$ cat config.mk
export PLATFORM = sky130hd
export DESIGN_NAME = camera_strip_writer
export DESIGN_NICKNAME = d
export VERILOG_FILES = /design/src/rtl/camera_strip_writer.sv
export SDC_FILE = /design/constraint.sdc
export NUM_CORES = 1
export LEC_CHECK = 0
export BUFFER_PORTS_ARGS = -buffer_cell sky130_fd_sc_hd__buf_4
export CAP_MARGIN = 20
export CORE_ASPECT_RATIO = 1.4
export CORE_MARGIN = 2
export CORE_UTILIZATION = 45
export DETAILED_ROUTE_END_ITERATION = 7
export PLACE_DENSITY = 0.73
export SYNTH_ARGS = -nofsm -noshare
export SYNTH_HDL_FRONTEND = slang
export SYNTH_SLANG_ARGS = --single-unit
$ cat constraint.sdc
create_clock -name clk -period 5.8 [get_ports clk]
set_input_delay 0.87 -clock clk [delete_from_list [all_inputs] [get_ports clk]]
set_output_delay 0.87 -clock clk [all_outputs]
set_load 0.02 [all_outputs]
$ cat src/rtl/camera_strip_writer.sv
// camera_strip_writer
//
// Packs the incoming camera pixel stream into NP-pixel words and writes them
// into a two-bank (ping-pong) line-buffer RAM. Each bank holds one strip of
// STRIP_H lines. When a strip is complete it is announced to the downstream
// strip reader. The pixel source is stalled while the next write bank is
// still owned by the reader.
//
// Ports:
//   clk, resetn         - single clock, asynchronous active-low reset
//   in_valid/in_ready   - pixel handshake (in_ready is registered)
//   in_pixel            - pixel data, PS bits
//   in_frame_start      - marks the first pixel of a frame
//   in_line_end         - marks the last pixel of a line
//   wd/wa/we/wbe        - registered RAM write port (data, word address,
//                         strobe, per-pixel byte enables)
//   strip_valid         - one-cycle pulse, a strip is complete in RAM
//   strip_bank          - bank of the completed strip
//   strip_release       - one-cycle pulse, the oldest busy bank is free
//   err_long_line       - sticky: a line exceeded LINE_W pixels
//   err_partial_strip   - sticky: a frame started in the middle of a strip
//
// Configuration macro: STRIP_WRITER_ERR_EN
//   defined     - the two error flags are sticky, cleared only by resetn
//   not defined - both error outputs are tied to 0

module camera_strip_writer #(
  parameter int PS      = 8,
  parameter int NP      = 8,
  parameter int DW      = NP * PS,
  parameter int LINE_W  = 720,
  parameter int STRIP_H = 16,
  localparam int WPL        = (LINE_W + NP - 1) / NP,
  localparam int BANK_WORDS = WPL * STRIP_H,
  localparam int DEPTH      = 2 * BANK_WORDS,
  localparam int AW         = $clog2(DEPTH)
) (
  input  logic          clk,
  input  logic          resetn,
  input  logic          in_valid,
  input  logic [PS-1:0] in_pixel,
  input  logic          in_frame_start,
  input  logic          in_line_end,
  output logic          in_ready,
  output logic [DW-1:0] wd,
  output logic [AW-1:0] wa,
  output logic          we,
  output logic [NP-1:0] wbe,
  output logic          strip_valid,
  output logic          strip_bank,
  input  logic          strip_release,
  output logic          err_long_line,
  output logic          err_partial_strip
);

  localparam int LW = (STRIP_H > 1) ? $clog2(STRIP_H) : 1;
  localparam int WW = (WPL > 1) ? $clog2(WPL) : 1;
  localparam int SW = (NP > 1) ? $clog2(NP) : 1;

  // Word/slot position of the last pixel that fits inside LINE_W.
  localparam int LAST_WORD = (LINE_W - 1) / NP;
  localparam int LAST_SLOT = (LINE_W - 1) % NP;

  typedef enum logic [1:0] {
    WAIT_FRAME,
    RUN,
    STALL
  } state_e;

  state_e        state_q;
  logic          ready_q;
  logic          wb_q;
  logic [1:0]    busy_q;
  logic [LW-1:0] line_q;
  logic [WW-1:0] word_q;
  logic [SW-1:0] slot_q;
  logic          ovf_q;
  logic [DW-1:0] pack_q;
  logic [NP-1:0] be_q;
  logic          we_q;
  logic [AW-1:0] wa_q;
  logic [DW-1:0] wd_q;
  logic [NP-1:0] wbe_q;
  logic          done_q;
  logic          done_bank_q;
  logic          strip_valid_q;
  logic          strip_bank_q;

  logic          take;
  logic          restart;
  logic [LW-1:0] cur_line;
  logic [WW-1:0] cur_word;
  logic [SW-1:0] cur_slot;
  logic          cur_ovf;
  logic          drop;
  logic          last_idx;
  logic          do_write;
  logic          line_wrap;
  logic          oldest;
  logic [DW-1:0] pack_d;
  logic [NP-1:0] be_d;
  logic [AW-1:0] wa_d;
  logic [1:0]    busy_d;
  logic          wb_d;
  logic          stall_d;

  // A frame-start pixel restarts the counters, so the current pixel is
  // evaluated against "effective" counters that are already zeroed; any
  // half-packed word is thrown away. Once a line has reached LINE_W pixels
  // (ovf), further pixels up to in_line_end are accepted but not stored.
  // Busy banks always complete alternately, so when both are busy the oldest
  // is the current write bank; otherwise it is the single busy one.
  always_comb begin
    take      = in_valid & ready_q &
                ((state_q == RUN) | ((state_q == WAIT_FRAME) & in_frame_start));
    restart   = take & in_frame_start;
    cur_line  = restart ? '0 : line_q;
    cur_word  = restart ? '0 : word_q;
    cur_slot  = restart ? '0 : slot_q;
    cur_ovf   = restart ? 1'b0 : ovf_q;
    drop      = cur_ovf;
    last_idx  = (cur_word == WW'(LAST_WORD)) & (cur_slot == SW'(LAST_SLOT));

    pack_d = restart ? '0 : pack_q;
    be_d   = restart ? '0 : be_q;
    if (!drop) begin
      pack_d[int'(cur_slot)*PS +: PS] = in_pixel;
      be_d[cur_slot]                  = 1'b1;
    end

    do_write  = take & ~drop &
                ((cur_slot == SW'(NP - 1)) | in_line_end | last_idx);
    wa_d      = AW'(int'(wb_q) * BANK_WORDS + int'(cur_line) * WPL + int'(cur_word));
    line_wrap = take & in_line_end & (cur_line == LW'(STRIP_H - 1));

    oldest = (busy_q == 2'b11) ? wb_q : busy_q[1];
    busy_d = busy_q;
    if (strip_release && (busy_q != 2'b00)) begin
      busy_d[oldest] = 1'b0;
    end
    if (line_wrap) begin
      busy_d[wb_q] = 1'b1;
    end
    wb_d    = line_wrap ? ~wb_q : wb_q;
    stall_d = line_wrap & busy_d[wb_d];
  end

  // Main sequencer: FSM, counters, packing register and the registered RAM
  // write port. strip_valid is delayed one extra cycle behind the final write
  // so the reader only sees a strip once its last word is in RAM.
  always_ff @(posedge clk or negedge resetn) begin
    if (!resetn) begin
      state_q       <= WAIT_FRAME;
      ready_q       <= 1'b1;
      wb_q          <= 1'b0;
      busy_q        <= 2'b00;
      line_q        <= '0;
      word_q        <= '0;
      slot_q        <= '0;
      ovf_q         <= 1'b0;
      pack_q        <= '0;
      be_q          <= '0;
      we_q          <= 1'b0;
      wa_q          <= '0;
      wd_q          <= '0;
      wbe_q         <= '0;
      done_q        <= 1'b0;
      done_bank_q   <= 1'b0;
      strip_valid_q <= 1'b0;
      strip_bank_q  <= 1'b0;
    end else begin
      busy_q <= busy_d;
      wb_q   <= wb_d;

      we_q <= do_write;
      if (do_write) begin
        wa_q  <= wa_d;
        wd_q  <= pack_d;
        wbe_q <= be_d;
      end

      done_q <= line_wrap;
      if (line_wrap) begin
        done_bank_q <= wb_q;
      end
      strip_valid_q <= done_q;
      if (done_q) begin
        strip_bank_q <= done_bank_q;
      end

      if (take) begin
        if (in_line_end) begin
          line_q <= line_wrap ? '0 : cur_line + LW'(1);
          word_q <= '0;
          slot_q <= '0;
          ovf_q  <= 1'b0;
          pack_q <= '0;
          be_q   <= '0;
        end else if (do_write) begin
          line_q <= cur_line;
          word_q <= last_idx ? cur_word : cur_word + WW'(1);
          slot_q <= '0;
          ovf_q  <= last_idx;
          pack_q <= '0;
          be_q   <= '0;
        end else if (!drop) begin
          line_q <= cur_line;
          word_q <= cur_word;
          slot_q <= cur_slot + SW'(1);
          ovf_q  <= 1'b0;
          pack_q <= pack_d;
          be_q   <= be_d;
        end
      end

      case (state_q)
        WAIT_FRAME: begin
          if (take) begin
            state_q <= stall_d ? STALL : RUN;
            ready_q <= ~stall_d;
          end
        end
        RUN: begin
          if (stall_d) begin
            state_q <= STALL;
            ready_q <= 1'b0;
          end
        end
        STALL: begin
          if (!busy_d[wb_q]) begin
            state_q <= RUN;
            ready_q <= 1'b1;
          end
        end
        default: begin
          state_q <= WAIT_FRAME;
          ready_q <= 1'b1;
        end
      endcase
    end
  end

`ifdef STRIP_WRITER_ERR_EN
  logic err_long_q;
  logic err_partial_q;
  logic mid_strip;

  // A frame start only counts as abandoning a strip if some pixel of the
  // current strip has already been consumed.
  always_comb begin
    mid_strip = restart & (state_q == RUN) &
                ((line_q != '0) | (word_q != '0) | (slot_q != '0));
  end

  // Sticky error flags, cleared only by reset.
  always_ff @(posedge clk or negedge resetn) begin
    if (!resetn) begin
      err_long_q    <= 1'b0;
      err_partial_q <= 1'b0;
    end else begin
      if (take && drop) begin
        err_long_q <= 1'b1;
      end
      if (mid_strip) begin
        err_partial_q <= 1'b1;
      end
    end
  end

  assign err_long_line     = err_long_q;
  assign err_partial_strip = err_partial_q;
`else
  assign err_long_line     = 1'b0;
  assign err_partial_strip = 1'b0;
`endif

  assign in_ready    = ready_q;
  assign we          = we_q;
  assign wa          = wa_q;
  assign wd          = wd_q;
  assign wbe         = wbe_q;
  assign strip_valid = strip_valid_q;
  assign strip_bank  = strip_bank_q;

endmodule

Word level (Yosys, flattened, before mapping)
Index checks and enable logic that the tools add are counted.

storage, ports and cells
  bits in registers = 182
  output and inout bits = 90

operators by class
  add/subtract/negate cells = 6
  $mul = 2
  magnitude comparators = 7
  equality and inequality tests = 10
  shift operators = 2
  muxes and demuxes = 52
  bitwise logic cells = 20
  reductions and logical operators = 8

operators with widths
  cell                       count
  $mux W64                   5
  $bwmux W64                 1
  $shift A8 B33 Y64 const A  1
  $shiftx A8 B33 Y64         1
  $mux W8                    5
  $mux W7                    5
  $neg A6 Y33                1
  $mux W4                    5
  $mux W1                    16
  $add A12 B11 Y12           1
  $add A12 B7 Y12            1
  $mux W2                    6
  $mux W3                    4
  $and A1 B1 Y1              10
  $mul A4 B6 Y10 const B     1
  $or A8 B8 Y8               1
  $add A7 B1 Y7 const B      1
  $eq A7 B7 Y1 const B       1
  $mul A1 B6 Y7 const B      1
  $lt A1 B2 Y1 const B       3
  $ne A2 B2 Y1 const B       3
  $pmux W2 S3                1
  $add A4 B1 Y4 const B      1
  $eq A2 B2 Y1 const B       2
  other kinds (21)           30

Longest topological paths before layout
Gate-level depths: netlist of run 1.

  word-level depth = 17
  mapped depth = 21
  mapped depth without buffers = 18

Worst setup path before layout of run 1
No wires, ideal clock.

  kind = input-to-reg
  from = input port in_frame_start
  to = register wa_q[11] (netlist: wa[11])
  data arrival time = 4529 ps
  required time = 5666 ps
  setup slack = 1136 ps
  stages on the path = 17
  buffers on the path = 3
  cell sequence = buf_2 nand4b_2 clkbuf_1 clkbuf_1 nand2_1 fa_1 inv_1 ha_1 a21oi_1 xnor2_1 ha_1 ha_1 o21ai_0 nor2_1 a221oi_1 xor2_1 o21ai_0

between the ends
  word-level cells in the longest chain between the ends = 9
  elaborated cells on any way between the ends = 19
  those cells by class = add/sub (2); mul (1); eq/ne (2); mux (4); bitwise (10)

ends and longest elaborated chain
  what                                                                      line  RTL
  start: declaration                                                        42    input logic in_frame_start,
  parallel branches: the longest is 9 deep, another holds $add A12 B11 Y12  -
  end signal: assignment                                                    177   wa_q <= wa_d;
  end: declaration                                                          81    logic [AW-1:0] wa_q;

Parallel ways; which one is timed is not known.
A chain may end at the register's enable or synchronous reset.

Worst setup path after layout of run 1
Same ends and word-level chain as after synthesis.

==> flow_summary.json, run 1 <==
{
  "fin_area_um2": 10500,
  "finClkSkew_ns": 0.0105,
  "grtUsageMet2_pct": 37.8,
  "core_um2": 19700,
  "r2r_slack_ns": 1.54,
  "fp.dieH_um": 171,
  "grt_pass1_vias": 6878,
  "yosysWarnings": 0,
  "wl_per_cell_um": 18.9,
  "clkSinkCount": 182,
  "worstSetupPathType": "input pin to register",
  "finalPower_w": 0.00256,
  "worstPathCellList": "buf_4 -> nand4b_2 -> buf_4 -> nand2_1 -> fa_1 -> inv_1 -> ha_1 -> a21oi_1 -> xnor2_1 -> ha_1 -> ha_1 -> o21ai_0 -> nor2_1 -> a221oi_1 -> xor2_1 -> o21ai_0",
  "tightest_slew_ns": 0.965,
  "drive_gt1_share_pct": 17.4,
  "max_stage_delay_ns": 0.52,
  "htreeDepth": 4,
  "rsz0062_at_grt": "no",
  "clock_latency_ns": 0.43,
  "ant_nets": 0,
  "cts_setup_buffers": 0,
  "setup_viol": 0,
  "crit_buf_inv": 3,
  "period_needed_ns": 4.32,
  "drc": 0,
  "rows": 61,
  "r2r-end": "wa[11]$_DFFE_PN0P_",
  "yosysMostFrequentCell": "dfrtp_1",
  "cap_violations": 0,
  "clock_path_buffers": 2,
  "powerDensity_nw_per_um2": 243,
  "avgSynthCellArea_um2": 10.6,
  "synthFlopType": "dfrtp_1",
  "synth_cells": 844,
  "ys_types": 66,
  "die_width_um": 123,
  "cts_buffers": 17,
  "seq_area_um2": 4560,
  "hold_violations": 0,
  "cp_top_family": "adder cells",
  "io_pins": 104,
  "finalHoldWorstSlack_ns": 0.393,
  "drtIter0Drc": 537,
  "placedInstanceArea_um2": 9890,
  "fmax_mhz": 232,
  "grt_pass1_wl_um": 35900,
  "design.final.nets": 970,
  "grt_max_degree": 83,
  "synth_area_leaders": "dfrtp_1 50%, a22o_1 6.6%, a221o_1 5.3%, ha_1 4.7%, nand2_1 3.6%",
  "routed_wl_um": 22300,
  "cp.required_ns": 6.10,
  "synthesis.area_um2": 8980,
  "place_hpwl_um": 15400,
  "hold_buffers": 0,
  "syn_to_final_growth_pct": 17.1,
  "cts.clk_slew.worst_paths_ns": 0.07,
  "cts_resized": 0,
  "report.final.slew_viol_count": 0,
  "worst-path-max-fanout": 31,
  "grtUsageMet1_pct": 27.0,
  "synth_top_area_share_pct": 50.4,
  "grtUsageMet3_pct": 3.75,
  "routed_via_density": 5.92,
  "ir_drop_uv": 174,
  "startpoint_type": "input pin",
  "async_flop_share_pct": 100,
  "dieArea_um2": 21100,
  "root_buffer": "clkbuf_16",
  "num_antenna_cells": 0,
  "p_leak_nw": 5.26,
  "port_buffers": 101,
  "multi_input_area_um2": 4100,
  "firstDrtPassIters": 5,
  "antenna_found_initial": 0,
  "initial_core_util_pct": 45.6,
  "nFillCells": 1742,
  "hold-path-endpoint": "strip_valid$_DFF_PN0_",
  "synth.largest_area_cell": "dfrtp_1",
  "ys_ff_latch": 182,
  "arrival_ns": 4.62,
  "hp-class": "register to register",
  "gp_congestion": 0.923,
  "hp-start": "done_q$_DFF_PN0_",
  "cpMostUsedCell": "ha_1",
  "cp-end-kind": "register",
  "relSlewSlack_pct": 35.5,
  "critPathSlowestCell": "fa_1",
  "status": "completed",
  "gr-usage-all-layers_pct": 21.9,
  "yosysSeqAreaShare_pct": 50.7,
  "busiest_layer": "met2",
  "final.period_utilization_pct": 74.4,
  "reg2reg_from": "state_q[1]$_DFFE_PN0P_",
  "worst-r2r-cell-count": 15,
  "cts_tree": "yes",
  "synth_edf_count": 0,
  "vias": 7005,
  "synth_common_cells": "181 x dfrtp_1, 87 x nand2_1, 68 x a22o_1",
  "tns_ns": 0,
  "gr-total-overflow": 0,
  "hold_path_depth": 0
}
worst reg2reg max path, delay by kind of cell (launching register included):
kind                       cells  cell delay [ns]
and+or+nand+nor                3             0.53
adders and majority gates      4             1.45
DFF                            1             0.46
xor gates and xnor gates       2             0.32
buffers and inverters          2             0.41
AOI/OAI and AO/OA              4             0.99
per-stage QoR:
stage                     utilization (%)  setup slack [ns]  instances
after detailed placement             50.2              1.05       1151
final                                53.4              1.48       1183
after CTS                            53.4              1.48       1183
after floorplan                         -              1.14        845
after global routing                 53.4              1.11       1183
after global placement               50.2              1.10       1151
cells by family after synthesis:
group / Yosys count / synth area share (%)
and+or+nand+nor: 272 / 16.4
AOI/OAI and AO/OA: 254 / 21.9
DFF: 182 / 50.7
buffers and inverters: 80 / 3.69
adders and majority gates: 38 / 5.63
xor gates and xnor gates: 16 / 1.56
other: 1 / 0.0417
muxes: 1 / 0.125
registers in the layout, indices dropped and copies added (netlist names), 3 cells and up:
| signal | cells |
|---|---|
| word_q | 7 |
| wa | 12 |
| pack_q | 64 |
| wbe | 8 |
| be_q | 8 |
| wd | 64 |
| line_q | 4 |
| slot_q | 3 |
where the power goes:
| part | internal [W] | leakage (nW) | switching (W) |
|---|---|---|---|
| Clock | 0.000722 | 0.314 | 0.000510 |
| Sequential | 0.00127 | 2.53 | 0 |
| Combinational | 0.00000930 | 2.41 | 0.0000514 |
cell type report:
type,instances,area share (%)
Multi-Input combinational cell,583,39.0
Clock buffer,20,4.44
Tap cell,252,3.00
Inverter,25,0.892
Clock inverter,12,1.56
Timing Repair Buffer,109,7.81
Sequential cell,182,43.3
how the worst max path moves through the flow:
stage | startpoint | to | slack (ns) | cells after the start
6_report | in_frame_start | wa[11]$_DFFE_PN0P_ | 1.48 | 16
5_1_grt | in_frame_start | wa[11]$_DFFE_PN0P_ | 1.11 | 16
4_1_cts | in_frame_start | wa[11]$_DFFE_PN0P_ | 1.48 | 16
3_5_place_dp | in_frame_start | wa[11]$_DFFE_PN0P_ | 1.05 | 16
3_3_place_gp | in_frame_start | wa[11]$_DFFE_PN0P_ | 1.10 | 16
2_1_floorplan | in_frame_start | wa[11]$_DFFE_PN0P_ | 1.14 | 17
metal layers:
metal	part of all wire [%]	up-vias
met1	41	3498
met2	51	205
met4	2.8	0
met3	4.8	43
li1	-	3259
met5	0	-
cell usage in the layout, fill, tap and decap left out, types with 24 or more instances in the layout:
| cell | netlist | routed |
|---|---|---|
| nor2_1 | 45 | 45 |
| o21ai_0 | 31 | 31 |
| nand3_1 | 24 | 24 |
| a221o_1 | 48 | 48 |
| buf_4 | 3 | 108 |
| dfrtp_1 | 181 | 181 |
| inv_1 | 25 | 25 |
| a21oi_1 | 30 | 30 |
| a22o_1 | 68 | 68 |
| and2_1 | 50 | 50 |
| ha_1 | 34 | 34 |
| nand2_1 | 87 | 87 |
(Power assumes the default switching activity.)
==> run 2, diff against run 1 <==
==> constraint.sdc (replaced) <==
create_clock -name clk -period 4.47 [get_ports clk]
set_input_delay 0.6705 -clock clk [delete_from_list [all_inputs] [get_ports clk]]
set_output_delay 0.6705 -clock clk [all_outputs]
set_load 0.02 [all_outputs]
==> flow_summary.json, run 2 (synthesized netlist as in run 1, its figures left out) <==
{
  "worstPathCellList": "nand4b_2 -> and3_1 -> ha_1 -> ha_1 -> a21o_1 -> a21oi_1 -> xnor2_1 -> ha_1 -> ha_1 -> o21ai_0 -> nor2_1 -> a221oi_1 -> xor2_1 -> o21ai_0",
  "cp.required_ns": 4.78,
  "cts_resized": 0,
  "port_buffers": 101,
  "report.final.slew_viol_count": 0,
  "p_leak_nw": 5.25,
  "rsz0062_at_grt": "no",
  "cts_setup_buffers": 0,
  "io_pins": 104,
  "nFillCells": 1728,
  "critPathSlowestCell": "dfstp_2",
  "antenna_found_initial": 0,
  "num_antenna_cells": 0,
  "cts.clk_slew.worst_paths_ns": 0.07,
  "final.period_utilization_pct": 88.0,
  "arrival_ns": 4.25,
  "crit_buf_inv": 0,
  "firstDrtPassIters": 6,
  "powerDensity_nw_per_um2": 307,
  "intPower_w": 0.00253,
  "grt_pass1_wl_um": 35900,
  "period_needed_ns": 3.93,
  "ant_nets": 0,
  "clock_path_buffers": 2,
  "startpoint_type": "register",
  "hold_violations": 0,
  "worst-path-max-fanout": 6,
  "setup_viol": 0,
  "relSlewSlack_pct": 39.3,
  "htreeDepth": 4,
  "layout_common_cells": "181 x dfrtp_1, 114 x buf_4, 87 x nand2_1",
  "initial_core_util_pct": 45.6,
  "gp_congestion": 0.897,
  "gr-total-overflow": 0,
  "root_buffer": "clkbuf_16",
  "grt_max_degree": 87,
  "rows": 61,
  "clock_latency_ns": 0.43,
  "die_width_um": 123,
  "comb_power_share_pct": 2.5,
  "wl_per_cell_um": 18.8,
  "p_clk_share_pct": 46.5,
  "tns_ns": 0,
  "gr-usage-all-layers_pct": 21.9,
  "hold_buffers": 0,
  "worstSetupPathType": "register to register",
  "drive_gt1_share_pct": 17.7,
  "vias": 6941,
  "grt_pass1_vias": 6873,
  "hp-class": "input pin to async pin",
  "cts_tree": "yes",
  "drc": 0,
  "cp_top_family": "adder cells",
  "tightest_slew_ns": 0.906,
  "syn_to_final_growth_pct": 17.2,
  "finClkSkew_ns": 0.00976,
  "seqPwrFrac_pct": 51.0,
  "routed_wl_um": 22300,
  "clkSinkCount": 182,
  "fmax_mhz": 254,
  "cpMostUsedCell": "ha_1",
  "design.final.nets": 976,
  "routed_via_density": 5.84,
  "ir_drop_uv": 185,
  "p_sw_share_pct": 21.6,
  "p_sw_w": 0.000698,
  "core_um2": 19700,
  "max_stage_delay_ns": 0.58,
  "cap_violations": 0,
  "status": "completed",
  "layout_commonest_cell": "dfrtp_1",
  "cts_buffers": 17,
  "dieArea_um2": 21100,
  "place_hpwl_um": 15400,
  "drtIter0Drc": 507,
  "fp.dieH_um": 171,
  "finalHoldWorstSlack_ns": 0.301,
  "cp-end-kind": "register"
}
-- run 2: cell types whose count changed in the layout (fill, tap and decap cells not counted) --
cell,delta
buf_4,+6
clkinvlp_4,+3
clkbuf_1,+2
inv_6,-2
bufinv_16,-1
clkinv_4,-1
inv_8,-1
-- run 2: worst paths after layout --
| kind | startpoint | end | slack (ns) | cells after the start |
|---|---|---|---|---|
| max | in_ready$_DFFE_PN1P_ | wa[11]$_DFFE_PN0P_ | 0.54 | 14 |
| max in group asynchronous | resetn | wd[21]$_DFFE_PN0P_ | 3.19 | 2 |
| max reg2reg | in_ready$_DFFE_PN1P_ | wa[11]$_DFFE_PN0P_ | 0.54 | 14 |
| min | resetn | wd[4]$_DFFE_PN0P_ | 0.30 | 1 |
| min in group clk | done_q$_DFF_PN0_ | strip_valid$_DFF_PN0_ | 0.38 | 0 |
| min reg2reg | done_q$_DFF_PN0_ | strip_valid$_DFF_PN0_ | 0.38 | 0 |
-- run 2: final cells by class --
cell class              count  area [µm²]  share of cell area (%)
flip-flops and latches    182        4560                    43.3
multi-input cells         583        4100                    39.0
repair buffers            115         867                    8.24
clock buffers              22         474                    4.50
well taps                 252         315                    3.00
clock inverters            10         119                    1.13
inverters                  25        93.8                   0.891
-- run 2: power by group through the flow --
stage                     sequential (W)  combinational [W]  clock, W
after CTS                        0.00165          0.0000822   0.00152
final                            0.00165          0.0000802   0.00150
after global routing             0.00165          0.0000903   0.00159
after floorplan                  0.00168          0.0000248         0
after detailed placement         0.00168          0.0000818         0
after global placement           0.00168          0.0000813         0
-- run 2: worst reg2reg max path, cell delays in order (launching register included) --
cell	delay, ns
dfstp_2	0.58
nand4b_2	0.18
and3_1	0.24
ha_1	0.32
ha_1	0.31
a21o_1	0.18
a21oi_1	0.21
xnor2_1	0.16
ha_1	0.26
ha_1	0.33
o21ai_0	0.36
nor2_1	0.10
a221oi_1	0.33
xor2_1	0.18
o21ai_0	0.09
-- run 2: layer usage --
layer	track usage, %	wire length [µm]	up-vias
li1	-	-	3258
met1	27.0	9170	3447
met2	38.3	11700	206
met3	3.98	1080	30
met4	7.26	393	0
met5	0	0	-
-- run 2: metrics by stage --
step	power, W	instances	util (%)	setup slack, ns	area (µm²)
after floorplan	0.00170	845	-	0.00553	8990
after global placement	0.00176	1157	50.4	0.416	9930
after detailed placement	0.00176	1157	50.4	0.306	9930
after CTS	0.00325	1189	53.5	0.535	10500
after global routing	0.00332	1189	53.5	0.192	10500
final	0.00323	1189	53.5	0.538	10500
